**src/rtl/fifo_pkg.sv**
```systemverilog
// Shared FIFO defaults and helpers for the per-channel buffers behind demux1x2.
// Optional build macro consumed by vc_fifo: FIFO_DROP_CNT_EN.
package fifo_pkg;

    localparam int unsigned DEF_DATA_WIDTH = 10;
    localparam int unsigned DEF_ADDR_WIDTH = 3;
    localparam int unsigned DEF_AF_LEVEL   = 6;
    localparam int unsigned DEF_AE_LEVEL   = 1;
    localparam int unsigned DEF_DEPTH      = 1 << DEF_ADDR_WIDTH;

    // Occupancy must represent 0..DEPTH inclusive, hence one extra bit.
    function automatic int unsigned cnt_width(input int unsigned addr_width);
        return addr_width + 1;
    endfunction

endpackage

```
**src/rtl/fifo_mem.sv**
```systemverilog
// Register-array storage: synchronous write, asynchronous read, contents never reset.
module fifo_mem
    import fifo_pkg::*;
#(
    parameter int unsigned DATA_WIDTH = DEF_DATA_WIDTH,
    parameter int unsigned ADDR_WIDTH = DEF_ADDR_WIDTH
) (
    input  logic                  clk,
    input  logic                  wr_en,
    input  logic [ADDR_WIDTH-1:0] wr_addr,
    input  logic [DATA_WIDTH-1:0] wr_data,
    input  logic [ADDR_WIDTH-1:0] rd_addr,
    output logic [DATA_WIDTH-1:0] rd_data
);

    localparam int unsigned NUM_ENTRIES = 1 << ADDR_WIDTH;

    logic [DATA_WIDTH-1:0] mem [NUM_ENTRIES];

    always_ff @(posedge clk) begin
        if (wr_en) begin
            mem[wr_addr] <= wr_data;
        end
    end

    assign rd_data = mem[rd_addr];

endmodule

```
**src/rtl/vc_fifo.sv**
```systemverilog
// Per-channel circular FIFO with registered pop data, watermarks and sticky error.
// Define FIFO_DROP_CNT_EN to add the saturating drop_cnt output.
module vc_fifo
    import fifo_pkg::*;
#(
    parameter int unsigned DATA_WIDTH = DEF_DATA_WIDTH,
    parameter int unsigned ADDR_WIDTH = DEF_ADDR_WIDTH,
    parameter int unsigned AF_LEVEL   = DEF_AF_LEVEL,
    parameter int unsigned AE_LEVEL   = DEF_AE_LEVEL
) (
    input  logic                  clk,
    input  logic                  reset,
    input  logic                  push,
    input  logic [DATA_WIDTH-1:0] data_in,
    input  logic                  pop,
    output logic [DATA_WIDTH-1:0] data_out,
    output logic                  valid_out,
    output logic                  full,
    output logic                  empty,
    output logic                  almost_full,
    output logic                  almost_empty,
    output logic                  error,
`ifdef FIFO_DROP_CNT_EN
    output logic [7:0]            drop_cnt,
`endif
    output logic [ADDR_WIDTH:0]   count
);

    localparam int unsigned CW = cnt_width(ADDR_WIDTH);
    localparam logic [CW-1:0] DEPTH_CNT = CW'(1 << ADDR_WIDTH);
    localparam logic [CW-1:0] AF_CNT    = CW'(AF_LEVEL);
    localparam logic [CW-1:0] AE_CNT    = CW'(AE_LEVEL);

    logic [ADDR_WIDTH-1:0] wr_ptr, rd_ptr;
    logic [CW-1:0]         count_q, count_d;
    logic [DATA_WIDTH-1:0] rd_data;
    logic                  wr_en, rd_en, drop, underflow;

    // Flags decode only the registered count, never the live requests.
    assign full         = (count_q == DEPTH_CNT);
    assign empty        = (count_q == '0);
    assign almost_full  = (count_q >= AF_CNT);
    assign almost_empty = (count_q <= AE_CNT);
    assign count        = count_q;

    // A pop while full frees a slot in the same edge, so the push is taken too.
    assign wr_en     = push && (!full || pop);
    assign rd_en     = pop && !empty;
    assign drop      = push && full && !pop;
    assign underflow = pop && empty;

    always_comb begin
        count_d = count_q;
        unique case ({wr_en, rd_en})
            2'b10:   count_d = count_q + CW'(1);
            2'b01:   count_d = count_q - CW'(1);
            default: count_d = count_q;
        endcase
    end

    fifo_mem #(
        .DATA_WIDTH (DATA_WIDTH),
        .ADDR_WIDTH (ADDR_WIDTH)
    ) u_mem (
        .clk     (clk),
        .wr_en   (wr_en),
        .wr_addr (wr_ptr),
        .wr_data (data_in),
        .rd_addr (rd_ptr),
        .rd_data (rd_data)
    );

    always_ff @(posedge clk or negedge reset) begin
        if (!reset) begin
            wr_ptr    <= '0;
            rd_ptr    <= '0;
            count_q   <= '0;
            data_out  <= '0;
            valid_out <= 1'b0;
            error     <= 1'b0;
        end else begin
            count_q   <= count_d;
            valid_out <= rd_en;
            if (wr_en) begin
                wr_ptr <= wr_ptr + ADDR_WIDTH'(1);
            end
            if (rd_en) begin
                rd_ptr   <= rd_ptr + ADDR_WIDTH'(1);
                data_out <= rd_data;
            end
            if (drop || underflow) begin
                error <= 1'b1;
            end
        end
    end

`ifdef FIFO_DROP_CNT_EN
    always_ff @(posedge clk or negedge reset) begin
        if (!reset) begin
            drop_cnt <= '0;
        end else if (drop && (drop_cnt != 8'hFF)) begin
            drop_cnt <= drop_cnt + 8'd1;
        end
    end
`endif

endmodule

```
**config.mk**
```make
export PLATFORM = sky130hd
export DESIGN_NAME = vc_fifo
export DESIGN_NICKNAME = d
export VERILOG_FILES = /design/src/rtl/fifo_pkg.sv /design/src/rtl/fifo_mem.sv /design/src/rtl/vc_fifo.sv
export SDC_FILE = /design/constraint.sdc
export NUM_CORES = 1
export LEC_CHECK = 0
export CAP_MARGIN = 20
export CELL_PAD_IN_SITES_DETAIL_PLACEMENT = 0
export CELL_PAD_IN_SITES_GLOBAL_PLACEMENT = 1
export CORE_UTILIZATION = 52
export DETAILED_ROUTE_END_ITERATION = 16
export PLACE_DENSITY_LB_ADDON = 0.3
export SLEW_MARGIN = 15
export SYNTH_ARGS = -nofsm -noshare
export SYNTH_HDL_FRONTEND = slang
export SYNTH_SLANG_ARGS = --single-unit
```
**constraint.sdc**
```tcl
create_clock -name clk -period 5.9 [get_ports clk]
set_input_delay 1.18 -clock clk [delete_from_list [all_inputs] [get_ports clk]]
set_output_delay 1.18 -clock clk [all_outputs]
set_load 0.02 [all_outputs]
```
Yosys cells after proc, flatten, opt, wreduce, memory -nomap -nowiden --
Memories as Yosys holds them, arrays and structs flattened. A register that Yosys moved wholly into a read port is not among the register bits. Cells that the tools add are included.
Storage, ports and cells: flip-flop bits (word level) 12, memory bits (writable) 80, input bits 14, output and inout bits 20, logic and storage cells 31, memories kept 1
Memory list:
- u_mem.mem | depth 8, width 10, rd ports 1, clocked after memory_dff 1, wr ports 1, RTL line fifo_mem.sv:18 | logic [DATA_WIDTH-1:0] mem [NUM_ENTRIES];
Operators by class: add/sub/neg operators 4, $lt $le $gt $ge 2, equal/unequal tests 3, multiplexer cells 3, reductions and logical operators 13
Operators by type and width (number):
- one-hot mux 4 bit (2 select lines) | 1
- adder 3 x 1 -> 3 bit, second input constant | 2
- logical AND 1 bit | 5
- adder 4 x 1 -> 4 bit, second input constant | 1
- == test 4 bit, second input constant | 1
- greater-or-equal comparator 4 x 3 -> 1 bit, second input constant | 1
- less-or-equal comparator 4 x 1 -> 1 bit, second input constant | 1
- zero test 1 bit | 4
- zero test 4 bit | 1
- subtractor 4 x 1 -> 4 bit, second input constant | 1
- == test 2 x 1 -> 1 bit, second input constant | 1
- == test 2 bit, second input constant | 1
- logical OR 1 bit | 2
- 2-to-1 mux 1 bit | 2
- nonzero test 2 bit | 1

Longest topological paths before layout --
Gate-level depths: netlist of run 1.
depth in word-level cells 6, gate-level depth with buffers 9, mapped depth without buffers 9

Cells and area by module --
From an unflattened synthesis of run 1, not the netlist that was laid out.
Unflattened totals: cells, all modules 203, area total of the unflattened synthesis 4182.8 um^2
Modules (own cells, without submodules):
- fifo_mem | times used 1, cells each 128, area an instance 3133.0 um^2, seq. area each 2402.3 um^2
- vc_fifo | times used 1, cells each 75, area an instance 1049.8 um^2, seq. area each 550.5 um^2

Worst setup path after synthesis of run 1 --
Ideal clock, no wire load.
kind input to register, start input pop, end memory u_mem.mem[0][0] in the netlist's numbering, enable pin, library setup time 0.404 ns, data arrival time 2.515 ns, data required time 5.496 ns, slack 2.982 ns, stages on the path 3, path buffers 0, cell sequence nand4bb_1 nand2_1 nor4_1
On the way: cells in the longest elaborated chain, start to end 4
Ends and longest elaborated chain:
- from (decl) | RTL line vc_fifo.sv:15 | input logic pop,
- logical OR 1 bit | RTL line vc_fifo.sv:47 | assign wr_en = push && (!full || pop);
- logical AND 1 bit | RTL line vc_fifo.sv:47
- 2-to-1 mux 1 bit | RTL line fifo_mem.sv:21 | if (wr_en) begin
- 2-to-1 mux 1 bit (not written as such) | RTL line fifo_mem.sv:22 | mem[wr_addr] <= wr_data;
- to (decl) | RTL line fifo_mem.sv:18
Every way passes these cells.

Worst setup path in the final report of run 1 --
start register count_q[0] (netlist: count[0]), end output empty
On the way: cells in the longest elaborated chain, start to end 1
Ends and longest elaborated chain:
- from (decl) | RTL line vc_fifo.sv:35 | logic [CW-1:0] count_q, count_d;
- from (signal assigned) | RTL line vc_fifo.sv:82 | count_q <= count_d;
- zero test 4 bit | RTL line vc_fifo.sv:41 | assign empty = (count_q == '0);
- to (decl) | RTL line vc_fifo.sv:19 | output logic empty,
Every way passes these cells.

==> key figures, run 1 <==
Outcome
  • Status: completed

Cells and area
  • Layout Nets: 310
  • Layout area overhead: 15.7%
  • Fraction of layout cells with a size suffix above 1: 16.3%
  • # diodes: 0
  • FF/Latch Area: 2950 µm²
  • Multi-input logic area: 1110 µm²
  • Fillers: 595

Setup path
  • R2r setup slk: 2.87 ns
  • Delay of the slowest cell on the worst path: 0.74 ns
  • Critical-path top delay cell: clkdlybuf4s50_1
  • Worst r2r path cells: 9
  • CP arrival: 2.57 ns
  • Crit Path Max Fanout: 13
  • CP Cell Sequence: inv_1, ha_1, nor3b_2, clkdlybuf4s50_1
  • Required @ worst endpoint: 4.72 ns
  • Worst Setup End Kind: output pin
  • Buf/Inv on CP: 2
  • Instance count on the critical path: 4
  • Startpoint type of the worst setup path: flop
  • Setup CP Type: reg2out
  • Cell family with most CP delay: buffers and inverters

Logic synthesis
  • Post-synth top cells: edfxtp_1 (80), dfrtp_1 (22), mux2_2 (21), mux2i_1 (21), o21ai_0 (12)
  • Syn Inst Count: 250
  • Netlist Area Pre-Place: 4140 µm²
  • Most frequent cell after synthesis: edfxtp_1
  • Post-synth top flop: edfxtp_1
  • Register bit count reported by yosys: 102
  • YS warnings: 0
  • Async set-or-reset flop fraction in the synthesized netlist: 21.6%
  • Synth top area cells: edfxtp_1 (58%), dfrtp_1 (13%), mux2_2 (5.7%), mux2i_1 (5.1%), a22o_1 (2.1%)
  • Synth area leader: edfxtp_1
  • Mean Syn Cell Area: 16.6 µm²
  • Sequential area share after synthesis: 71.3%
  • Post-synth cell types: 35
  • Post-synth EDFFs: 80
  • Share of the synthesized area in the top cell type: 58.0%
  • Syn Nets: 271

Floorplan
  • Top-level I/O count: 34
  • Initial Util: 53.6%
  • Core Rows: 32
  • Die footprint: 8320 µm²
  • Die W: 91.2 µm
  • Die span in y: 91.2 µm
  • CORE AREA: 7730 µm²

Timing
  • Tcrit/Tclk final: 63.6%
  • Max_slew headroom: 27.4%
  • Final Hold Vio Count: 0
  • Final worst slack: 2.15 ns
  • Peak Freq: 266 MHz
  • Slew @ Worst Pin: 1.09 ns
  • Fin Clk Skew: 0.00812 ns
  • Final setup fails: 0
  • Final setup TNS: 0 ns
  • Min Tclk post-route: 3.75 ns
  • Slew Viols, Final: 0
  • RSZ-0062 raised after global routing: no

Clock network
  • Hold-fix buffers, CTS: 0
  • Clock slew at reported path FFs: 0.09 ns
  • CTS resizes: 0
  • Total CTS buffers: 9
  • Root buffer cell: clkbuf_8
  • TritonCTS clock tree: built
  • Htree depth: 3
  • Clock Tree Buf Depth: 2
  • Postcts setup bufs: 0
  • Clock Latency Late Sink: 0.36 ns
  • CTS sink count: 102

Detailed routing
  • Avg Vias per Cell: 5.57
  • First-pass DRT Iterations: 4
  • DRC Markers: 0
  • Total Wirelength: 7540 µm
  • DRT iter0 DRCs: 166
  • DR WL/cell: 19.0 µm
  • Vias: 2204
  • Final antenna-violating net count: 0

Worst hold path
  • WHS Path Cells: 1
  • Worst Hold Class: reg2reg

Power
  • Cell leakage power: 1.71 nW
  • Max VDD drop: 0.229 mV
  • PwrDens: 478 nW/µm²

Global routing
  • Pin count of the biggest net entering global routing: 43
  • Aggregate global-route resource usage: 19.8%
  • First-pass GRT wire length: 12000 µm
  • Initial antenna violation count: 0
  • GRT overflow: 0
  • Via count of the first global-routing pass: 2155

Place
  • IO buf count: 33
  • GP Congestion: 0.749
  • Pre-CTS setup slack: 2.52 ns
  • Detailed-placement wirelength estimate: 4900 µm

Flow run
  • Max Cap Viol: 0
-- through the flow --
| step | utilization, % | power (mW) | std cells | hold WS, ns | area [µm²] |
|---|---|---|---|---|---|
| 4_1_cts | 61.8 | 2.32 | 395 | 0.493 | 4780 |
| 3_3_place_gp | 59.2 | 1.87 | 379 | 0.469 | 4570 |
| 3_5_place_dp | 59.2 | 1.87 | 379 | 0.467 | 4570 |
| 2_1_floorplan | - | 1.60 | 250 | 0.503 | 4140 |
| 6_report | 62.0 | 2.29 | 396 | 0.489 | 4790 |
| 5_1_grt | 62.0 | 2.42 | 396 | 0.517 | 4790 |
-- where the power goes --
group          total, mW  leakage, nW  switching (mW)  internal [mW]
Combinational      0.754        0.624           0.376          0.377
Clock              0.442        0.103           0.238          0.204
Sequential          1.10        0.984           0.162          0.934
-- worst register-to-register path, delay by kind of cell (launching register included) --
kind	cells	cell delay [ns]
AO/OA/AOI/OAI	1	0.16
AND/OR/NAND/NOR	3	1.44
XOR/XNOR	1	0.14
flip-flops	1	0.46
buffers and inverters	2	0.23
adder cells (fa/ha/maj)	2	0.52
-- path summary, 6_finish.rpt --
path                       startpoint     endpoint
max                          count[0]        empty
min                             error        error
max reg2reg                  count[0]     count[3]
min reg2reg                     error        error
max in group asynchronous       reset  data_out[4]
min in group asynchronous       reset  data_out[1]
-- per-layer routing --
metal  GRT usage, %  share of wire [%]
met5              0                  0
met4           4.89               0.77
met3           5.86                4.0
met2           32.6                 51
met1           26.1                 44
-- cell families (layout without fill, tap and decap cells) --
family | after synthesis | count (layout) | synth area share (%)
compound gates | 45 | 45 | 7.41
buf+inv | 15 | 59 | 2.06
simple gates | 30 | 30 | 4.32
flops | 102 | 102 | 71.3
mux | 43 | 43 | 11.1
fa+ha+maj | 7 | 7 | 2.12
xor+xnor | 8 | 8 | 1.69
-- cells in the final DEF (no fill, tap or decap), types with 2 or more instances in the layout --
cell / count
nand2b_1: 5
buf_4: 5
o21ai_0: 12
clkdlybuf4s50_1: 33
dfrtp_1: 21
xor2_1: 3
clkinv_4: 2
mux2_2: 21
ha_1: 7
inv_1: 3
clkbuf_8: 9
xnor2_1: 5
o22ai_1: 10
inv_6: 2
edfxtp_1: 80
o31ai_1: 10
nor2_1: 6
nand2_1: 4
a22o_1: 10
nand3_1: 2
mux2i_1: 21
nor3_1: 5
-- final cells by class --
| cell class | count | share of cell area (%) |
|---|---|---|
| clock buffers | 10 | 2.66 |
| multi-input cells | 133 | 23.1 |
| clock inverters | 6 | 1.59 |
| well taps | 102 | 2.66 |
| inverters | 4 | 0.313 |
| flip-flops and latches | 102 | 61.7 |
| repair buffers | 39 | 7.99 |
-- flip-flops by register name, summed over array words and instances, names as in the netlist --
| signal | count |
|---|---|
| u_mem.mem | 80 |
| data_out | 10 |
| count | 4 |
| rd_ptr | 3 |
| wr_ptr | 3 |
| error | 1 |
| valid_out | 1 |
No activity file was read; power rests on OpenSTA's default activity.
==> run 2, diff against run 1 <==
- CORE_UTILIZATION: 52 -> 49
- clock period: 5.9 -> 3.8 ns (I/O delays scaled with it)
==> key figures, run 2 (synthesized netlist as in run 1, its figures left out) <==
Setup path
  • Buf/Inv on CP: 3
  • Startpoint type of the worst setup path: flop
  • CP arrival: 2.21 ns
  • Crit Path Max Fanout: 13
  • Critical-path top delay cell: clkdlybuf4s50_1
  • CP Cell Sequence: inv_1, ha_1, nor3b_2, buf_4, clkdlybuf4s50_1
  • Cell family with most CP delay: buffers and inverters
  • Delay of the slowest cell on the worst path: 0.63 ns
  • Worst Setup End Kind: output pin
  • Setup CP Type: reg2out
  • Required @ worst endpoint: 3.04 ns

Timing
  • Final worst slack: 0.834 ns
  • Slew @ Worst Pin: 1.11 ns
  • Min Tclk post-route: 2.97 ns
  • Final Hold Vio Count: 0
  • Final setup fails: 0
  • Fin Clk Skew: 0.0121 ns
  • Hold slack: 0.361 ns
  • Max_slew headroom: 26.1%
  • Peak Freq: 337 MHz
  • Tcrit/Tclk final: 78.0%
  • Slew Viols, Final: 0
  • Final setup TNS: 0 ns
  • RSZ-0062 raised after global routing: no

Place
  • Detailed-placement wirelength estimate: 5100 µm
  • Pre-CTS setup slack: 0.844 ns
  • IO buf count: 33
  • GP Congestion: 0.754

Global routing
  • GRT overflow: 0
  • First-pass GRT wire length: 12400 µm
  • Via count of the first global-routing pass: 2233
  • Pin count of the biggest net entering global routing: 43
  • Initial antenna violation count: 0
  • Aggregate global-route resource usage: 20.1%

Cells and area
  • # diodes: 0
  • Most frequent cells in the layout: edfxtp_1 (80), clkdlybuf4s50_1 (32), mux2_2 (21), mux2i_1 (21), dfrtp_1 (21)
  • Fraction of layout cells with a size suffix above 1: 18.3%
  • Biggest register: u_mem.mem
  • Commonest non-fill, non-tap cell in the layout: edfxtp_1
  • Fillers: 651
  • Layout Nets: 317
  • Largest register FFs: 80
  • Layout area overhead: 17.0%

Detailed routing
  • DRC Markers: 0
  • DR WL/cell: 19.9 µm
  • Total Wirelength: 8050 µm
  • Avg Vias per Cell: 5.55
  • Vias: 2247
  • Final antenna-violating net count: 0
  • First-pass DRT Iterations: 4
  • DRT iter0 DRCs: 117

Clock network
  • Hold-fix buffers, CTS: 0
  • Clock Tree Buf Depth: 2
  • Clock slew at reported path FFs: 0.10 ns
  • Root buffer cell: clkbuf_8
  • CTS sink count: 102
  • CTS resizes: 0
  • Clock Latency Late Sink: 0.36 ns
  • Total CTS buffers: 9
  • Htree depth: 3
  • Postcts setup bufs: 0
  • TritonCTS clock tree: built

Worst hold path
  • Worst Hold Class: in2async

Outcome
  • Status: completed

Floorplan
  • Top-level I/O count: 34
  • Die W: 93.9 µm
  • Initial Util: 50.6%
  • Core Rows: 33
  • Die footprint: 8820 µm²
  • Die span in y: 93.9 µm
  • CORE AREA: 8180 µm²

Power
  • PwrDens: 753 nW/µm²
  • Max VDD drop: 0.340 mV
  • Cell leakage power: 1.75 nW

Flow run
  • Max Cap Viol: 0
==> run 2: final cells by class <==
cell class	instances	area, µm²	share of cell area [%]
sequential	102	2950	61.0
multi-input combinational	133	1110	22.9
timing repair buffer	46	423	8.74
clock buffer	10	128	2.64
clock inverter	5	82.6	1.71
tap	105	131	2.71
inverter	4	15.0	0.310
==> run 2: worst reg2reg max path, stage by stage, from the launching register on <==
cell      delay, ns
dfrtp_1        0.47
inv_1          0.11
ha_1           0.26
nor3b_2        0.17
buf_4          0.19
nand2b_1       0.45
inv_2          0.21
ha_1           0.26
or4b_4         0.48
a21oi_2        0.14
xor2_1         0.14
==> run 2: per-stage QoR <==
stage | cell area, µm² | power (mW) | util [%] | cells
floorplan | 4140 | 2.48 | - | 250
global placement | 4640 | 2.93 | 56.7 | 390
detailed placement | 4640 | 2.96 | 56.7 | 390
CTS | 4850 | 3.68 | 59.3 | 405
global route | 4840 | 3.84 | 59.2 | 405
finish | 4840 | 3.65 | 59.2 | 405
==> run 2: path summary, 6_finish.rpt <==
check / startpoint / endpoint / slack (ns) / depth (start not counted)
worst max-delay path: count[0] / empty / 0.83 / 5
worst min-delay path: reset / data_out[2] / 0.36 / 1
worst max register to register: count[0] / count[3] / 0.85 / 10
worst min register to register: error / error / 0.51 / 1
max in group asynchronous: reset / rd_ptr[0] / 3.06 / 1
min in group clk: error / error / 0.51 / 1
==> run 2: power breakdown <==
part,internal (mW),switching (mW),total (mW)
registers,1.45,0.254,1.70
clock network,0.370,0.362,0.733
logic,0.607,0.605,1.21
total,2.43,1.22,3.65
==> run 2: layer usage <==
layer | vias to the layer above | track usage (%) | share of wire [%]
met3 | 12 | 3.24 | 4.7
li1 | 1060 | - | -
met2 | 54 | 31.9 | 49
met4 | 0 | 8.08 | 1.2
met1 | 1121 | 27.7 | 45
met5 | - | 0 | 0
==> run 3, diff against run 2 <==
- clock period: 3.8 -> 3 ns (I/O delays scaled with it)
==> key figures, run 3 (synthesized netlist as in run 1, its figures left out) <==
Outcome
  • Status: completed

Clock network
  • CTS resizes: 0
  • Clock slew at reported path FFs: 0.09 ns
  • Hold-fix buffers, CTS: 0
  • Postcts setup bufs: 0
  • TritonCTS clock tree: built
  • Clock Latency Late Sink: 0.36 ns
  • Clock Tree Buf Depth: 2
  • CTS sink count: 102
  • Total CTS buffers: 9
  • Root buffer cell: clkbuf_8
  • Htree depth: 3

Timing
  • Slew Viols, Final: 0
  • Min Tclk post-route: 2.66 ns
  • RSZ-0062 raised after global routing: no
  • Max_slew headroom: 33.8%
  • Final setup TNS: 0 ns
  • Final worst slack: 0.336 ns
  • Peak Freq: 375 MHz
  • Slew @ Worst Pin: 0.992 ns
  • Fin Clk Skew: 0.00938 ns
  • Hold slack: 0.512 ns
  • Tcrit/Tclk final: 88.8%
  • Final setup fails: 0
  • Final Hold Vio Count: 0

Setup path
  • Crit Path Max Fanout: 7
  • CP arrival: 2.06 ns
  • Worst Setup End Kind: output pin
  • Setup CP Type: reg2out
  • Required @ worst endpoint: 2.40 ns
  • Startpoint type of the worst setup path: flop

Global routing
  • First-pass GRT wire length: 12100 µm
  • Pin count of the biggest net entering global routing: 24
  • Aggregate global-route resource usage: 19.7%
  • Initial antenna violation count: 0
  • GRT overflow: 0
  • Via count of the first global-routing pass: 2257

Floorplan
  • Top-level I/O count: 34
  • Initial Util: 50.6%
  • Die W: 93.9 µm
  • Die footprint: 8820 µm²
  • CORE AREA: 8180 µm²
  • Die span in y: 93.9 µm
  • Core Rows: 33

Worst hold path
  • Worst Hold Class: reg2reg

Power
  • Power share of the combinational group: 35.2%
  • Cell leakage power: 1.77 nW
  • PwrDens: 939 nW/µm²
  • Seq pwr share: 45.6%
  • Clock power frac: 19.2%
  • Switching Fraction: 33.7%
  • Max VDD drop: 0.397 mV
  • Internal power: 3.04 mW
  • Net switching power: 1.55 mW

Detailed routing
  • Vias: 2242
  • DRC Markers: 0
  • DR WL/cell: 19.0 µm
  • First-pass DRT Iterations: 4
  • Avg Vias per Cell: 5.47
  • DRT iter0 DRCs: 140
  • Final antenna-violating net count: 0
  • Total Wirelength: 7790 µm

Cells and area
  • Biggest register: u_mem.mem
  • Layout Cells excl Fill: 410
  • Commonest non-fill, non-tap cell in the layout: edfxtp_1
  • Largest register FFs: 80
  • Layout area overhead: 18.0%
  • Fraction of layout cells with a size suffix above 1: 19.7%
  • # diodes: 0
  • Most frequent cells in the layout: edfxtp_1 (80), clkdlybuf4s50_1 (33), mux2_2 (21), mux2i_1 (21), dfrtp_1 (21)
  • Fillers: 623
  • Layout Nets: 321

Flow run
  • Max Cap Viol: 0

Place
  • Pre-CTS setup slack: 0.452 ns
  • GP Congestion: 0.712
  • Placed insts: 394
  • Detailed-placement wirelength estimate: 5010 µm
  • IO buf count: 33
-- run 3: per-layer routing --
layer / vias up / wire [µm] / global-route usage, %
met5: - / 0 / 0
met4: 0 / 93 / 7.82
met3: 6 / 537 / 4.21
met2: 65 / 3830 / 32.1
met1: 1105 / 3330 / 25.7
li1: 1066 / - / -
-- run 3: critical path: stages (launching register included) --
cell             delay, ns
dfrtp_1               0.47
inv_1                 0.11
ha_1                  0.24
nor3b_2               0.25
clkdlybuf4s50_1       0.64
-- run 3: area by class of cell --
class                      count  area, µm²  share of cell area, %
clock buffer                  10        138                   2.82
inverter                       4       15.0                  0.307
clock inverter                 6       67.6                   1.38
timing repair buffer          50        470                   9.63
tap                          105        131                   2.69
multi-input combinational    133       1110                   22.7
sequential                   102       2950                   60.5
-- run 3: path summary, 6_finish.rpt --
check	start	to	slack [ns]	cells after the start
worst max-delay path	count[0]	empty	0.34	4
worst min-delay path	data_out[6]	data_out[6]	0.51	2
worst max register to register	count[0]	count[3]	0.64	9
worst min register to register	data_out[6]	data_out[6]	0.51	2
max in group asynchronous	reset	rd_ptr[0]	2.15	2
min in group asynchronous	reset	data_out[1]	0.60	2
-- run 3: power by group through the flow --
stage	Sequential, mW	Clock, mW	Combinational (mW)
floorplan	2.13	0	1.01
global placement	2.12	0	1.62
detailed placement	2.13	0	1.63
CTS	2.10	0.894	1.64
global route	2.13	0.949	1.77
finish	2.09	0.881	1.61
-- run 3: per-stage QoR --
stage               total power, mW  area, µm²  util [%]
CTS                            4.63       4880      59.7
detailed placement             3.76       4680      57.2
global placement               3.74       4680      57.2
finish                         4.58       4880      59.7
floorplan                      3.14       4140         -
global route                   4.85       4880      59.7
